**src/rtl/mem_arbiter_pkg.sv**
```systemverilog
// Shared CPU/RAM types for the memory arbiter: data word and RAM handshake state,
// plus the width of the wait counter.
package mem_arbiter_pkg;

  typedef logic [31:0] word_t;

  typedef enum logic [1:0] {
    FREE   = 2'd0,
    BUSY   = 2'd1,
    ACCESS = 2'd2,
    ERROR  = 2'd3
  } ramstate_t;

  localparam int CNT_W = 5;

endpackage

```
**src/rtl/mem_arbiter_if.sv**
```systemverilog
// CPU-side request bundle and RAM-side port bundle for the memory arbiter.
// Master drives requests/strobes, slave responds.
interface mem_arbiter_if;
  import mem_arbiter_pkg::*;

  logic  iREN;
  word_t iaddr;
  logic  dREN;
  logic  dWEN;
  word_t daddr;
  word_t dstore;
  word_t iload;
  word_t dload;
  logic  ihit;
  logic  dhit;
  logic  merr;

  modport master (
    output iREN, iaddr, dREN, dWEN, daddr, dstore,
    input  iload, dload, ihit, dhit, merr
  );

  modport slave (
    input  iREN, iaddr, dREN, dWEN, daddr, dstore,
    output iload, dload, ihit, dhit, merr
  );
endinterface

interface cpu_ram_if;
  import mem_arbiter_pkg::*;

  logic      ramREN;
  logic      ramWEN;
  word_t     ramaddr;
  word_t     ramstore;
  word_t     ramload;
  ramstate_t ramstate;

  modport master (
    output ramREN, ramWEN, ramaddr, ramstore,
    input  ramload, ramstate
  );

  modport slave (
    input  ramREN, ramWEN, ramaddr, ramstore,
    output ramload, ramstate
  );
endinterface

```
**src/rtl/mem_arbiter.sv**
```systemverilog
// Single-port RAM arbiter: serializes instruction fetches and data loads/stores,
// data first, answering each with a one-cycle hit pulse and a registered word.
module mem_arbiter
  import mem_arbiter_pkg::*;
#(
  parameter int TIMEOUT = 16
) (
  input  logic          CLK,
  input  logic          nRST,
  mem_arbiter_if.slave  cif,
  cpu_ram_if.master     rif
);

  typedef enum logic [2:0] {
    IDLE   = 3'd0,
    DREQ   = 3'd1,
    IREQ   = 3'd2,
    DONE_D = 3'd3,
    DONE_I = 3'd4
  } state_t;

  state_t           r_state;
  state_t           w_nextState;
  logic [CNT_W-1:0] r_count;
  word_t            r_iload;
  word_t            r_dload;
  logic             r_ihit;
  logic             r_dhit;
  logic             r_merr;

  logic  w_access;
  logic  w_abort;
  logic  w_busyState;
  logic  w_ramREN;
  logic  w_ramWEN;
  word_t w_ramaddr;
  word_t w_ramstore;

  assign w_access    = (rif.ramstate == ACCESS);
  assign w_abort     = (rif.ramstate == ERROR) || (r_count == CNT_W'(TIMEOUT));
  assign w_busyState = (r_state == DREQ) || (r_state == IREQ);

  // A real ACCESS always wins over an abort arriving in the same cycle.
  always_comb begin
    w_nextState = r_state;
    w_ramREN    = 1'b0;
    w_ramWEN    = 1'b0;
    w_ramaddr   = '0;
    w_ramstore  = '0;
    case (r_state)
      IDLE: begin
        if (cif.dREN || cif.dWEN) begin
          w_nextState = DREQ;
        end else if (cif.iREN) begin
          w_nextState = IREQ;
        end
      end
      DREQ: begin
        w_ramaddr  = cif.daddr;
        w_ramREN   = cif.dREN;
        w_ramWEN   = cif.dWEN;
        w_ramstore = cif.dstore;
        if (w_access || w_abort) begin
          w_nextState = DONE_D;
        end
      end
      IREQ: begin
        w_ramaddr = cif.iaddr;
        w_ramREN  = 1'b1;
        if (w_access || w_abort) begin
          w_nextState = DONE_I;
        end
      end
      DONE_D:  w_nextState = IDLE;
      DONE_I:  w_nextState = IDLE;
      default: w_nextState = IDLE;
    endcase
  end

  always_ff @(posedge CLK or negedge nRST) begin
    if (!nRST) begin
      r_state <= IDLE;
      r_count <= '0;
      r_iload <= '0;
      r_dload <= '0;
      r_ihit  <= 1'b0;
      r_dhit  <= 1'b0;
      r_merr  <= 1'b0;
    end else begin
      r_state <= w_nextState;
      r_ihit  <= (w_nextState == DONE_I);
      r_dhit  <= (w_nextState == DONE_D);
      if (r_state == IDLE) begin
        r_count <= '0;
      end else if (w_busyState && !w_access) begin
        r_count <= r_count + 1'b1;
      end
      if ((r_state == DREQ) && w_access && cif.dREN) begin
        r_dload <= rif.ramload;
      end
      if ((r_state == IREQ) && w_access) begin
        r_iload <= rif.ramload;
      end
      // Sticky until reset; the hit is still issued so no requester deadlocks.
      if (w_busyState && !w_access && w_abort) begin
        r_merr <= 1'b1;
      end
    end
  end

  assign cif.iload    = r_iload;
  assign cif.dload    = r_dload;
  assign cif.ihit     = r_ihit;
  assign cif.dhit     = r_dhit;
  assign cif.merr     = r_merr;
  assign rif.ramREN   = w_ramREN;
  assign rif.ramWEN   = w_ramWEN;
  assign rif.ramaddr  = w_ramaddr;
  assign rif.ramstore = w_ramstore;

endmodule
```
**src/flat_wrapper.sv**
```systemverilog
// flat-port wrapper written by rule: the top's interface ports become plain ports
module mem_arbiter_flat import mem_arbiter_pkg::*;
#(
  parameter int TIMEOUT = 16
)
  (CLK, nRST, cif_iREN, cif_iaddr, cif_dREN, cif_dWEN, cif_daddr, cif_dstore, cif_iload, cif_dload, cif_ihit, cif_dhit, cif_merr, rif_ramREN, rif_ramWEN, rif_ramaddr, rif_ramstore, rif_ramload, rif_ramstate);
  mem_arbiter_if cif_i ();
  cpu_ram_if rif_i ();
  input  logic CLK;
  input  logic nRST;
  input wire logic [$bits(cif_i.iREN)-1:0] cif_iREN;
  input wire logic [$bits(cif_i.iaddr)-1:0] cif_iaddr;
  input wire logic [$bits(cif_i.dREN)-1:0] cif_dREN;
  input wire logic [$bits(cif_i.dWEN)-1:0] cif_dWEN;
  input wire logic [$bits(cif_i.daddr)-1:0] cif_daddr;
  input wire logic [$bits(cif_i.dstore)-1:0] cif_dstore;
  output wire logic [$bits(cif_i.iload)-1:0] cif_iload;
  output wire logic [$bits(cif_i.dload)-1:0] cif_dload;
  output wire logic [$bits(cif_i.ihit)-1:0] cif_ihit;
  output wire logic [$bits(cif_i.dhit)-1:0] cif_dhit;
  output wire logic [$bits(cif_i.merr)-1:0] cif_merr;
  output wire logic [$bits(rif_i.ramREN)-1:0] rif_ramREN;
  output wire logic [$bits(rif_i.ramWEN)-1:0] rif_ramWEN;
  output wire logic [$bits(rif_i.ramaddr)-1:0] rif_ramaddr;
  output wire logic [$bits(rif_i.ramstore)-1:0] rif_ramstore;
  input wire logic [$bits(rif_i.ramload)-1:0] rif_ramload;
  input wire logic [$bits(rif_i.ramstate)-1:0] rif_ramstate;
  assign cif_i.iREN = cif_iREN;
  assign cif_i.iaddr = cif_iaddr;
  assign cif_i.dREN = cif_dREN;
  assign cif_i.dWEN = cif_dWEN;
  assign cif_i.daddr = cif_daddr;
  assign cif_i.dstore = cif_dstore;
  assign cif_iload = cif_i.iload;
  assign cif_dload = cif_i.dload;
  assign cif_ihit = cif_i.ihit;
  assign cif_dhit = cif_i.dhit;
  assign cif_merr = cif_i.merr;
  assign rif_ramREN = rif_i.ramREN;
  assign rif_ramWEN = rif_i.ramWEN;
  assign rif_ramaddr = rif_i.ramaddr;
  assign rif_ramstore = rif_i.ramstore;
  assign rif_i.ramload = rif_ramload;
  assign rif_i.ramstate = rif_ramstate;
  mem_arbiter #(.TIMEOUT(TIMEOUT)) u_core (.CLK(CLK), .nRST(nRST), .cif(cif_i), .rif(rif_i));
endmodule
```
**config.mk**
```make
export PLATFORM = sky130hd
export DESIGN_NAME = mem_arbiter_flat
export DESIGN_NICKNAME = d
export VERILOG_FILES = /design/src/rtl/mem_arbiter_pkg.sv /design/src/rtl/mem_arbiter_if.sv /design/src/rtl/mem_arbiter.sv /design/src/flat_wrapper.sv
export SDC_FILE = /design/constraint.sdc
export NUM_CORES = 1
export LEC_CHECK = 0
export ABC_AREA = 1
export BUFFER_PORTS_ARGS = -buffer_cell sky130_fd_sc_hd__buf_2
export CAP_MARGIN = 30
export CELL_PAD_IN_SITES_DETAIL_PLACEMENT = 0
export CELL_PAD_IN_SITES_GLOBAL_PLACEMENT = 2
export CORE_ASPECT_RATIO = 2
export CORE_UTILIZATION = 21
export DETAILED_ROUTE_END_ITERATION = 10
export PLACE_DENSITY_LB_ADDON = 0.12
export SLEW_MARGIN = 20
export SYNTH_ARGS = -nofsm -noshare
export SYNTH_HDL_FRONTEND = slang
export SYNTH_SLANG_ARGS = --single-unit
export TNS_END_PERCENT = 50
```
**constraint.sdc**
```tcl
create_clock -name CLK -period 2.5 [get_ports CLK]
set_input_delay 0.5 -clock CLK [delete_from_list [all_inputs] [get_ports CLK]]
set_output_delay 0.5 -clock CLK [all_outputs]
set_load 0.1 [all_outputs]
```
# Yosys cells after proc, flatten, opt, wreduce, memory -nomap -nowiden
# Index checks and enable logic that the tools add are counted.
[word_totals]
regBits = 75
inputBits = 135
output_inout_bits = 133
[classes]
addsub = 1
n_eq_ne = 7
mux = 11
reduce_logical = 12
[op_table]
columns = ["cell", "n"]
rows = [
  ["$pmux W32 S2", 1],
  ["$mux W32", 1],
  ["$mux W3", 4],
  ["$mux W5", 2],
  ["$pmux W3 S3", 1],
  ["$eq A3 B2 Y1 const B", 2],
  ["$add A5 B1 Y5 const B", 1],
  ["$eq A5 B5 Y1 const B", 1],
  ["$logic_and A1 B1 Y1", 5],
  ["$eq A2 B2 Y1 const B", 2],
  ["$logic_or A1 B1 Y1", 4],
  ["$eq A3 B1 Y1 const B", 1],
  ["$eq A3 B3 Y1 const B", 1],
  ["$logic_not A3 Y1", 1],
  ["$pmux W1 S2", 1],
  ["$reduce_bool A2 Y1", 1],
  ["$logic_not A1 Y1", 1],
  ["$mux W1", 1],
]

# Depth between registers and ports, before layout
# Gate-level depths: netlist of run 1.
[depth]
word_depth = 6
mapped_depth = 7
depth_no_buf = 7

# Worst setup path after synthesis of run 1
# OpenSTA, ideal clock, no wires.
[synth_path]
path_type = "register to output"
start = "reg u_core.r_state[1]"
end = "out rif_ramstore[10]"
arrival_ps = 2129
required_time_ps = 2000
setup_slack_ps = -129
stages_incl_launch_ff = 5
path_buffers = 1
path_cell_list = "dfrtp_1 nor2_4 nand2_2 clkbuf_1 nor2_1"
[synth_between]
elab_chain_cells = 2
[synth_lines]
columns = ["element", "line_no", "text"]
rows = [
  ["start: declaration", "mem_arbiter.sv:22", "state_t r_state;"],
  ["start signal: assignment", "mem_arbiter.sv:90", "r_state <= w_nextState;"],
  ["$eq A3 B1 Y1", "mem_arbiter.sv:50", "case (r_state)"],
  ["$mux W32", "mem_arbiter.sv:50", ""],
  ["end: declaration", "flat_wrapper.sv:25", "output wire logic [$bits(rif_i.ramstore)-1:0] rif_ramstore;"],
]
# Every way passes these cells.

# Final worst setup path of run 1
[layout_path]
start = "reg u_core.r_state[1]"
end = "out rif_ramstore[30]"
# The elaborated chain is that of the path after synthesis.

==> results of run 1 <==
==> critical path: stages, from the launching register on <==
cell and delay [ps]:
dfrtp_1 410, nor2_4 150, nand2_2 80, buf_4 240, nor2_1 120, buf_2 430
==> per-layer routing <==
layer,vias to the layer above,routed length (um)
li1,1988,-
met5,-,0
met3,8,1170
met4,0,188
met2,188,6560
met1,1667,4460
==> synthesized netlist by cell type (all sizes together) <==
library cell / count
buf: 15
nand4: 6
dfrtp: 75
nor2: 38
inv: 81
o21ai: 64
a21oi: 2
a21boi: 1
nand2: 187
ha: 2
nand3: 11
clkbuf: 6
==> worst max path at each step <==
stage	from	to	slack, ps	cells past startpoint
final	u_core.r_state[1]	rif_ramstore[30]	220	5
after global routing	u_core.r_state[2]	rif_ramaddr[25]	8	6
after CTS	u_core.r_state[2]	rif_ramaddr[13]	120	6
after detailed placement	u_core.r_state[2]	rif_ramaddr[13]	480	6
after global placement	u_core.r_state[2]	rif_ramaddr[9]	510	6
after floorplan	u_core.r_state[1]	rif_ramstore[10]	-130	4
==> state kept, by name, summed over array words and instances, names as in the netlist <==
| name | cells |
|---|---|
| u_core.cif.dload | 32 |
| u_core.cif.iload | 32 |
| u_core.r_count | 5 |
| u_core.r_state | 3 |
| u_core.cif.dhit | 1 |
| u_core.cif.ihit | 1 |
| u_core.cif.merr | 1 |
==> final cells by class <==
type / count / area [um2]
multi-input combinational: 311 / 1340
tap: 207 / 259
clock buffer: 9 / 225
fill: 1810 / 10900
timing repair buffer: 271 / 1880
inverter: 81 / 308
sequential: 75 / 1880
clock inverter: 7 / 68.8
==> cell usage in the layout (no fill, tap or decap), types with 2 or more instances in the layout <==
cell type  count
clkbuf_16      9
o21ai_1       39
a21oi_1        2
dfrtp_1       75
o21ai_0       24
buf_2        233
inv_1         78
nand2_2        2
buf_4          4
inv_8          3
nand4_1        6
buf_12        34
ha_1           2
inv_6          2
nor2_1        36
nand3_1        9
nand2_1      185
clkinv_4       2
==> kinds of logic (layout without fill, tap and decap cells) <==
group                    count (synthesis)  after routing  share of synthesized area
AND/OR/NAND/NOR                        242            242                      0.268
buffers and inverters                  102            368                      0.114
flip-flops                              75             75                      0.518
AO/OA/AOI/OAI                           67             67                     0.0942
adder cells (fa/ha/maj)                  2              2                    0.00690
==> stage by stage <==
step / setup WS, ps / setup TNS, ps / hold slack (ps) / area [um2]
floorplan: -129 / -3880 / 204 / 3620
global placement: 510 / 0 / 443 / 5660
detailed placement: 484 / 0 / 453 / 5660
CTS: 119 / 0 / 78.6 / 5950
global route: 8.00 / 0 / 97.0 / 5950
finish: 222 / 0 / 80.6 / 5950
==> results.txt, run 1 <==
In this run the clock root is driven by a clkbuf_16. The clock period minus final worst setup slack came out at 2280 ps. The number of distinct standard cells referenced by the synthesized netlist is 22. In the routed design, unresolved DRC markers number 0. The number of endpoints failing setup at the final stage came out at 0. In this run the worst path has a maximum fanout of 34. Yosys attributes the largest share of cell area to dfrtp_1 (52%), nand2_1 (19%), inv_1 (8.1%).

The post-CTS setup repair buffer count is 0. The flip-flop and latch count after synthesis came out at 75. Across all layers, the routed design uses 3851 vias. The layout overhead on the synthesized area is 64.2%. Including well taps, the total number of placed cells is 945.

The first-pass GRT wire length is 18.9 mm. The internal reg-to-reg setup slack came out at 490 ps. The routing usage on met3 came out at 0.0345.

At the end of routability-driven placement, the weighted congestion stood at 0.707. In the routed layout, each cell is associated on average with a via count of 4.01. TritonCTS built the clock tree. For the worst flop-to-flop path, the logic depth is 6. The number of antenna diodes is 0. In the finished design, the share of the clock period the worst path needs comes to 0.911. Clock-pin slew was measured on the worst setup and hold paths at 70 ps.

The synthesized instance count is 488. STA classifies the critical path startpoint as a register. The floorplan die width is 94.9 um.

Each instance of the synthesized netlist takes up on average 7.43 um2. The total congestion overflow after global routing came out at 0. The number of buffers inserted by port buffering came out at 267. The worst slew margin relative to its limit is 0.569. Of the post-synthesis cell area, the dominant cell type holds 0.518.

The I/O pin count is 268. The violation count after the first detailed-route iteration came out at 115. The initial antenna violation count was 0. The type of the setup path with the least slack is register to output pin. The most heavily used metal layer in global routing is met2.

The first-pass iteration count of the detailed router came out at 4. Summed over all layers, the routed wires come to 12.4 mm. The clock latency at the later pin of the worst-skew pair came out at 330 ps. The vertical die dimension came out at 188 um. The final cell count without fillers came out at 961.

The arrival time at the worst endpoint came out at 1780 ps. In the final design database the tool counted 886 nets. The total number of placement rows is 67. Post-CTS repair changed the size of 0 cells. In this run the critical register-to-register path is captured at u_core.cif.iload[24]. The maximum number of pins on one net before global-route repair came out at 65.

Setup repair after global routing left no endpoint under its margin. The core footprint is 16800 um2. The number of hold violations in the final report came to 0.

The count of antenna-violating nets left after detailed routing is 0. The tightest min-delay check is of the input port to async pin type. The effective utilization at floorplan came out at 0.215. The via count of the first global-routing pass is 3733.

Counting every net in the synthesized netlist gives 625. Of all cell types, the one taking the most synthesized area is dfrtp_1. In this run, post-CTS hold repair placed 0 buffers.

The layout cell share with drive strength beyond 1 is 0.394. The fraction of the core area covered by cells at the end of the flow is 0.353. The CTS H-tree depth is 3. The clock passes through at most 2 buffers. STA classifies the critical path endpoint as an output pin. The flow ran to the end, and the final reports show no timing, DRC or antenna violations. The sequential area share after synthesis came out at 0.518. The data required time of the worst path came out at 2000 ps. For met2 alone, demand over resource in global routing was 0.262.

The slew of the pin with the lowest slew margin is 646 ps. The tree built by TritonCTS fans out to 75 sinks. The post-detailed-route wirelength per cell came out at 12.9 um.

The count of yosys warnings during synthesis came out at 0. TritonCTS created 9 clock buffers. The netlist area before placement came out at 3620 um2. The die covers 17800 um2. The number of pins with negative max-slew slack in the final report came to 0. The clock arrives with 10.1 ps of skew.

In the global route stage, met1 resource usage came out at 0.140. The timing-limited maximum frequency is 439 MHz. The final HPWL from detailed placement is 9.67 mm.

In this run the critical register-to-register path is launched from u_core.r_state[2]. The count of maximum capacitance violations is 0. Across every metal layer, demand over resource in global routing totals 0.138.
Power of run 1 is not shown: default switching activity piles up to over one toggle a cycle in this logic, so the estimate is an artifact.
==> run 2, diff against run 1 <==
--- a/config.mk
+++ b/config.mk
@@ -14,6 +14,7 @@
 export CORE_UTILIZATION = 21
 export DETAILED_ROUTE_END_ITERATION = 10
 export PLACE_DENSITY_LB_ADDON = 0.12
+export REMOVE_ABC_BUFFERS = 1
 export SLEW_MARGIN = 20
 export SYNTH_ARGS = -nofsm -noshare
 export SYNTH_HDL_FRONTEND = slang
==> results.txt, run 2 (same netlist as run 1, synthesis figures left out) <==
Outcome: complete, no violations (unchanged). The total congestion overflow after global routing came to 0 (unchanged). The core footprint came out at 16800 um2 (unchanged). The timing-limited maximum frequency came out at 433 MHz (was 439 MHz). The type of the most critical hold path was input port to async pin (unchanged).

The internal reg-to-reg setup slack was 690 ps (was 490 ps). Most frequent cells in the layout: buf_2 (233), nand2_1 (185), inv_1 (78) (unchanged). The first-pass iteration count of the detailed router came out at 4 (unchanged). The floorplan die width came to 94.9 um (unchanged). The top fanout value on the critical path came out at 34 (unchanged). The CTS H-tree depth is 3 (unchanged). The area after detailed placement came out at 5660 um2 (about the same). The peak per-stage delay on the critical path came out at 440 ps (was 430 ps).

The number of pins with negative max-slew slack in the final report came out at 0 (unchanged). The total die area came out at 17800 um2 (unchanged). The worst slew margin relative to its limit is 0.554 (was 0.569). The vias after detailed routing is 3859 (was 3851). The via count of the first global-routing pass is 3893 (was 3733). The total of hold buffers inserted after clock tree synthesis is 0 (unchanged). The layout cell share with drive strength beyond 1 is 0.395 (was 0.394). The critical path startpoint category is a register (unchanged).

The total length of routed wires came out at 11.8 mm (was 12.4 mm). The I/O pin count is 268 (unchanged). The first-pass GRT wire length came out at 18.5 mm (was 18.9 mm). The count of antenna-violating nets left after detailed routing is 0 (unchanged).

The total area of sequential cells is 1880 um2 (unchanged). The violation count after the first detailed-route iteration came out at 105 (was 115). The endpoint of the worst register-to-register path was u_core.cif.iload[9] (was u_core.cif.iload[24]). The total CTS buffers is 9 (unchanged). The family with the most delay on the worst path was buffers and inverters (unchanged). Series of cell instances along the critical path: nor2_4 -> nand2_2 -> buf_4 -> nor2_1 -> buf_2 (unchanged). The clock tree from TritonCTS is yes (unchanged). The cell with the biggest individual delay on the critical path is buf_2 (unchanged). The final cell count without fillers came out at 962 (was 961). The detailed-route DRC error count came out at 0 (unchanged). The kind of capture point of the worst setup path is an output pin (unchanged).

The final HPWL from detailed placement is 9.32 mm (was 9.67 mm). RSZ-0062 raised after global routing: no (unchanged). The clock slew at the register clock pins of the worst setup and hold paths came out at 60 ps (was 70 ps). The type of the setup path with the least slack is register to output pin (unchanged). The reg-to-reg startpoint is u_core.r_state[2] (unchanged). The most common cell after layout, fill and taps aside is buf_2 (unchanged). The number of clock sinks is 75 (unchanged). The post-route cell area came out at 6010 um2 (was 5950 um2). The post-detailed-route wirelength per cell is 12.3 um (was 12.9 um).

The clock latency at the later pin of the worst-skew pair is 320 ps (was 330 ps). The data required time of the worst path came to 2000 ps (about the same). The worst slack on hold paths came out at 191 ps (was 80.6 ps). The layout overhead on the synthesized area came out at 65.7% (was 64.2%).

The worst reg2reg path depth is 8 (was 6). The portion of the clock cycle consumed by the worst path in the final layout came to 0.924 (was 0.911). The maximum number of pins on one net before global-route repair came out at 65 (unchanged). The number of cells after detailed placement was 946 (was 945). The effective utilization at floorplan was 0.215 (unchanged). The total global-route track usage came out at 0.134 (was 0.138). The arrival time at the worst endpoint is 1810 ps (was 1780 ps). The initial antenna violation count came out at 0 (unchanged). The final-layout fill cell count came out at 1793 (was 1810). The buffer levels on the longest clock path is 2 (unchanged). The vertical die dimension is 188 um (unchanged).

The maximum clock skew at final layout was 4.46 ps (was 10.1 ps). The net count reported at finish came out at 887 (was 886). The total number of placement rows is 67 (unchanged).

The combined buffer and inverter count along the critical path came to 2 (unchanged). The cell chosen for the clock root is clkbuf_16 (unchanged). The number of endpoints failing setup at the final stage is 0 (unchanged).

The count of maximum capacitance violations is 0 (unchanged). The number of buffers inserted by port buffering came out at 267 (unchanged). The clock period minus final worst setup slack came out at 2310 ps (was 2280 ps). The combined area of the multi-input logic cells came out at 1340 um2 (unchanged). The slew of the pin with the lowest slew margin came out at 669 ps (was 646 ps). The number of antenna diodes came out at 0 (unchanged). The ratio of routed vias to standard cells came to 4.01 (about the same). The fraction of the core area covered by cells at the end of the flow was 0.357 (was 0.353). The final weighted congestion of routability-driven global placement is 0.763 (was 0.707). The number of hold violations in the final report was 0 (unchanged).
## run 2: changes by cell type in the layout (fill, tap and decap cells not counted)
cell and delta:
inv_8 -3, inv_6 -2, clkinvlp_4 +1, clkinv_4 -1, clkinv_2 +1, buf_4 +1
inv_4 +1, bufinv_16 +3
## run 2: what timing repair did
action,4_1_cts,5_1_grt
setup endpoints to repair,0,1
buffers inserted,0,0
gates resized for setup,0,2
## run 2: metrics by stage
step / worst slack (ps) / TNS (ps)
floorplan: -179 / -5910
global placement: 423 / 0
detailed placement: 431 / 0
CTS: 63.8 / 0
global route: 81.2 / 0
finish: 189 / 0
## run 2: final cells by class
| class | count | area share |
|---|---|---|
| repair buffers | 272 | 0.314 |
| flip-flops and latches | 75 | 0.312 |
| multi-input cells | 311 | 0.222 |
| inverters | 81 | 0.0514 |
| well taps | 207 | 0.0431 |
| clock buffers | 9 | 0.0375 |
| clock inverters | 7 | 0.0194 |
## run 2: worst max-delay path by stage
stage               depth (start not counted)               to  slack, ps               from
detailed placement                          6   rif_ramaddr[5]        430  u_core.r_state[2]
floorplan                                   3       rif_ramWEN       -180  u_core.r_state[1]
global route                                5  rif_ramstore[9]         80  u_core.r_state[1]
CTS                                         6   rif_ramaddr[5]         60  u_core.r_state[2]
finish                                      5  rif_ramstore[9]        190  u_core.r_state[1]
global placement                            6   rif_ramaddr[5]        420  u_core.r_state[2]
## run 2: routing by layer
| layer | share of wire | GRT usage |
|---|---|---|
| met2 | 0.53 | 0.251 |
| met1 | 0.36 | 0.128 |
| met3 | 0.091 | 0.0446 |
| met4 | 0.024 | 0.0565 |
| met5 | 0 | 0 |
## run 2: worst reg2reg max path, cell delays in order (launching register included)
cell and delay [ps]:
dfrtp_1 400, inv_1 80, nand3_2 140, inv_4 290
buf_4 180, nand2_2 40, buf_4 300, nand2_1 160
o21ai_0 80
Power of run 2 is left out for the same reason.
==> run 3, diff against run 2 <==
--- a/config.mk
+++ b/config.mk
@@ -6,7 +6,7 @@
 export NUM_CORES = 1
 export LEC_CHECK = 0
 export ABC_AREA = 1
-export BUFFER_PORTS_ARGS = -buffer_cell sky130_fd_sc_hd__buf_2
+export BUFFER_PORTS_ARGS = -buffer_cell sky130_fd_sc_hd__clkbuf_2
 export CAP_MARGIN = 30
 export CELL_PAD_IN_SITES_DETAIL_PLACEMENT = 0
 export CELL_PAD_IN_SITES_GLOBAL_PLACEMENT = 2
==> results.txt, run 3 (same netlist as run 1, synthesis figures left out) <==
Outcome: complete, no violations (unchanged). The type of the setup path with the least slack is register to output pin (unchanged). The initial antenna violation count came to 0 (unchanged). The vias after detailed routing was 3888 (was 3859). The number of hold violations in the final report is 0 (unchanged).

The slew of the pin with the lowest slew margin came to 674 ps (was 669 ps). The worst reg2reg path depth came out at 7 (was 8). The maximum clock skew at final layout came out at 5.78 ps (was 4.46 ps). The total number of placement rows came out at 67 (unchanged). The number of clock sinks is 75 (unchanged). Most frequent cells in the layout: clkbuf_2 (230), nand2_1 (185), inv_1 (78) (was buf_2 (233), nand2_1 (185), inv_1 (78)). The layout overhead on the synthesized area is 64.4% (was 65.7%). The worst path setup slack after routing is 155 ps (was 189 ps). The core footprint came out at 16800 um2 (unchanged).

The number of pins with negative max-slew slack in the final report came to 0 (unchanged). The total CTS buffers is 9 (unchanged). The total congestion overflow after global routing came out at 0 (unchanged). The buffer levels on the longest clock path is 2 (unchanged). The number of antenna diodes was 0 (unchanged). The count of maximum capacitance violations came out at 0 (unchanged).

The clock slew at the register clock pins of the worst setup and hold paths came to 60 ps (about the same). The first-pass GRT wire length came to 18.9 mm (was 18.5 mm). The total length of routed wires came out at 12.1 mm (was 11.8 mm). The final-layout fill cell count is 1834 (was 1793). The portion of the clock cycle consumed by the worst path in the final layout is 0.938 (was 0.924). The vertical die dimension is 188 um (unchanged). The ratio of routed vias to standard cells is 4.04 (was 4.01). The violation count after the first detailed-route iteration came out at 128 (was 105). The first-pass iteration count of the detailed router is 4 (unchanged). The number of endpoints failing setup at the final stage is 0 (unchanged). The I/O pin count is 268 (unchanged). The final HPWL from detailed placement was 9.51 mm (was 9.32 mm).

The post-detailed-route wirelength per cell came out at 12.5 um (was 12.3 um). The detailed-route DRC error count is 0 (unchanged). The arrival time at the worst endpoint came to 1850 ps (was 1810 ps). The total of hold buffers inserted after clock tree synthesis is 0 (unchanged). The effective utilization at floorplan was 0.215 (unchanged). The worst slack at placement is 502 ps (was 431 ps). Series of cell instances along the critical path: nor2_4 -> nand2_2 -> buf_4 -> nor2_1 -> clkbuf_2 (was nor2_4 -> nand2_2 -> buf_4 -> nor2_1 -> buf_2).

The maximum number of pins on one net before global-route repair is 76 (was 65). The total die area is 17800 um2 (unchanged). RSZ-0062 raised after global routing: no (unchanged). The post-CTS setup repair buffer count came to 0 (unchanged). The worst slew margin relative to its limit came out at 0.551 (was 0.554). The critical path startpoint category is a register (unchanged). The net count reported at finish was 887 (unchanged). The data required time of the worst path came out at 2000 ps (about the same).

The type of the most critical hold path is input port to async pin (unchanged). The cell chosen for the clock root was clkbuf_16 (unchanged). The number of gates resized after CTS came out at 0 (unchanged). The most common cell after layout, fill and taps aside is clkbuf_2 (was buf_2). The total global-route track usage came out at 0.137 (was 0.134). The fraction of the core area covered by cells at the end of the flow is 0.354 (was 0.357).

The clock period minus final worst setup slack came to 2350 ps (was 2310 ps). The kind of capture point of the worst setup path is an output pin (unchanged). The top fanout value on the critical path is 34 (unchanged).

The count of antenna-violating nets left after detailed routing is 0 (unchanged). The floorplan die width came out at 94.9 um (unchanged). The clock tree from TritonCTS is yes (unchanged). The clock latency at the later pin of the worst-skew pair came out at 330 ps (was 320 ps). The layout cell share with drive strength beyond 1 is 0.395 (unchanged). The number of buffers inserted by port buffering is 267 (unchanged). The timing-limited maximum frequency is 426 MHz (was 433 MHz). The peak per-stage delay on the critical path is 470 ps (was 440 ps). The via count of the first global-routing pass came out at 3908 (was 3893). The CTS H-tree depth came out at 3 (unchanged). The final weighted congestion of routability-driven global placement is 0.758 (was 0.763).

The cell with the biggest individual delay on the critical path is clkbuf_2 (was buf_2).
[run 3: cell count changes in the layout (fill, tap and decap cells not counted), moves of 2 or more]
cell	previous run	this run
buf_2	233	0
buf_4	5	7
bufinv_16	3	0
clkbuf_2	0	230
clkinvlp_4	1	4
inv_6	0	2
[run 3: layout make-up]
cell class | instances | area (um2) | share of cell area
Sequential cell | 75 | 1880 | 0.315
Multi-Input combinational cell | 311 | 1340 | 0.224
Tap cell | 207 | 259 | 0.0435
Clock buffer | 9 | 225 | 0.0378
Inverter | 81 | 307 | 0.0514
Timing Repair Buffer | 272 | 1900 | 0.319
Clock inverter | 7 | 52.6 | 0.00882
[run 3: stage by stage]
step | hold slack [ps] | cells | cell area [um2] | TNS, ps
after floorplan | 204 | 467 | 3520 | -5910
after global placement | 455 | 946 | 5680 | 0
after detailed placement | 468 | 946 | 5680 | 0
after CTS | 191 | 962 | 5960 | 0
after global routing | 185 | 962 | 5960 | 0
final | 163 | 962 | 5960 | 0
[run 3: worst max-delay path: cells and delay by family (launching register included)]
family | cells | cell delay, ps
buf+inv | 2 | 710
flops | 1 | 420
simple gates | 3 | 380
[run 3: worst paths after layout]
check	start	slack [ps]	endpoint
hold reg to reg	u_core.cif.merr	470	u_core.cif.merr
setup reg to reg	u_core.r_state[1]	760	u_core.cif.dload[0]
max in group asynchronous	nRST	1970	u_core.cif.iload[25]
min in group CLK	rif_ramload[9]	410	u_core.cif.dload[9]
setup / recovery	u_core.r_state[1]	150	rif_ramstore[22]
hold / removal	nRST	160	u_core.cif.dload[14]
[run 3: layer usage]
layer,wire (um),vias to the layer above,global-route usage
met5,0,-,0
met4,175,0,0.0478
met3,1140,9,0.0491
met2,6360,175,0.257
met1,4380,1715,0.134
li1,-,1989,-
Power of run 3 is left out for the same reason.
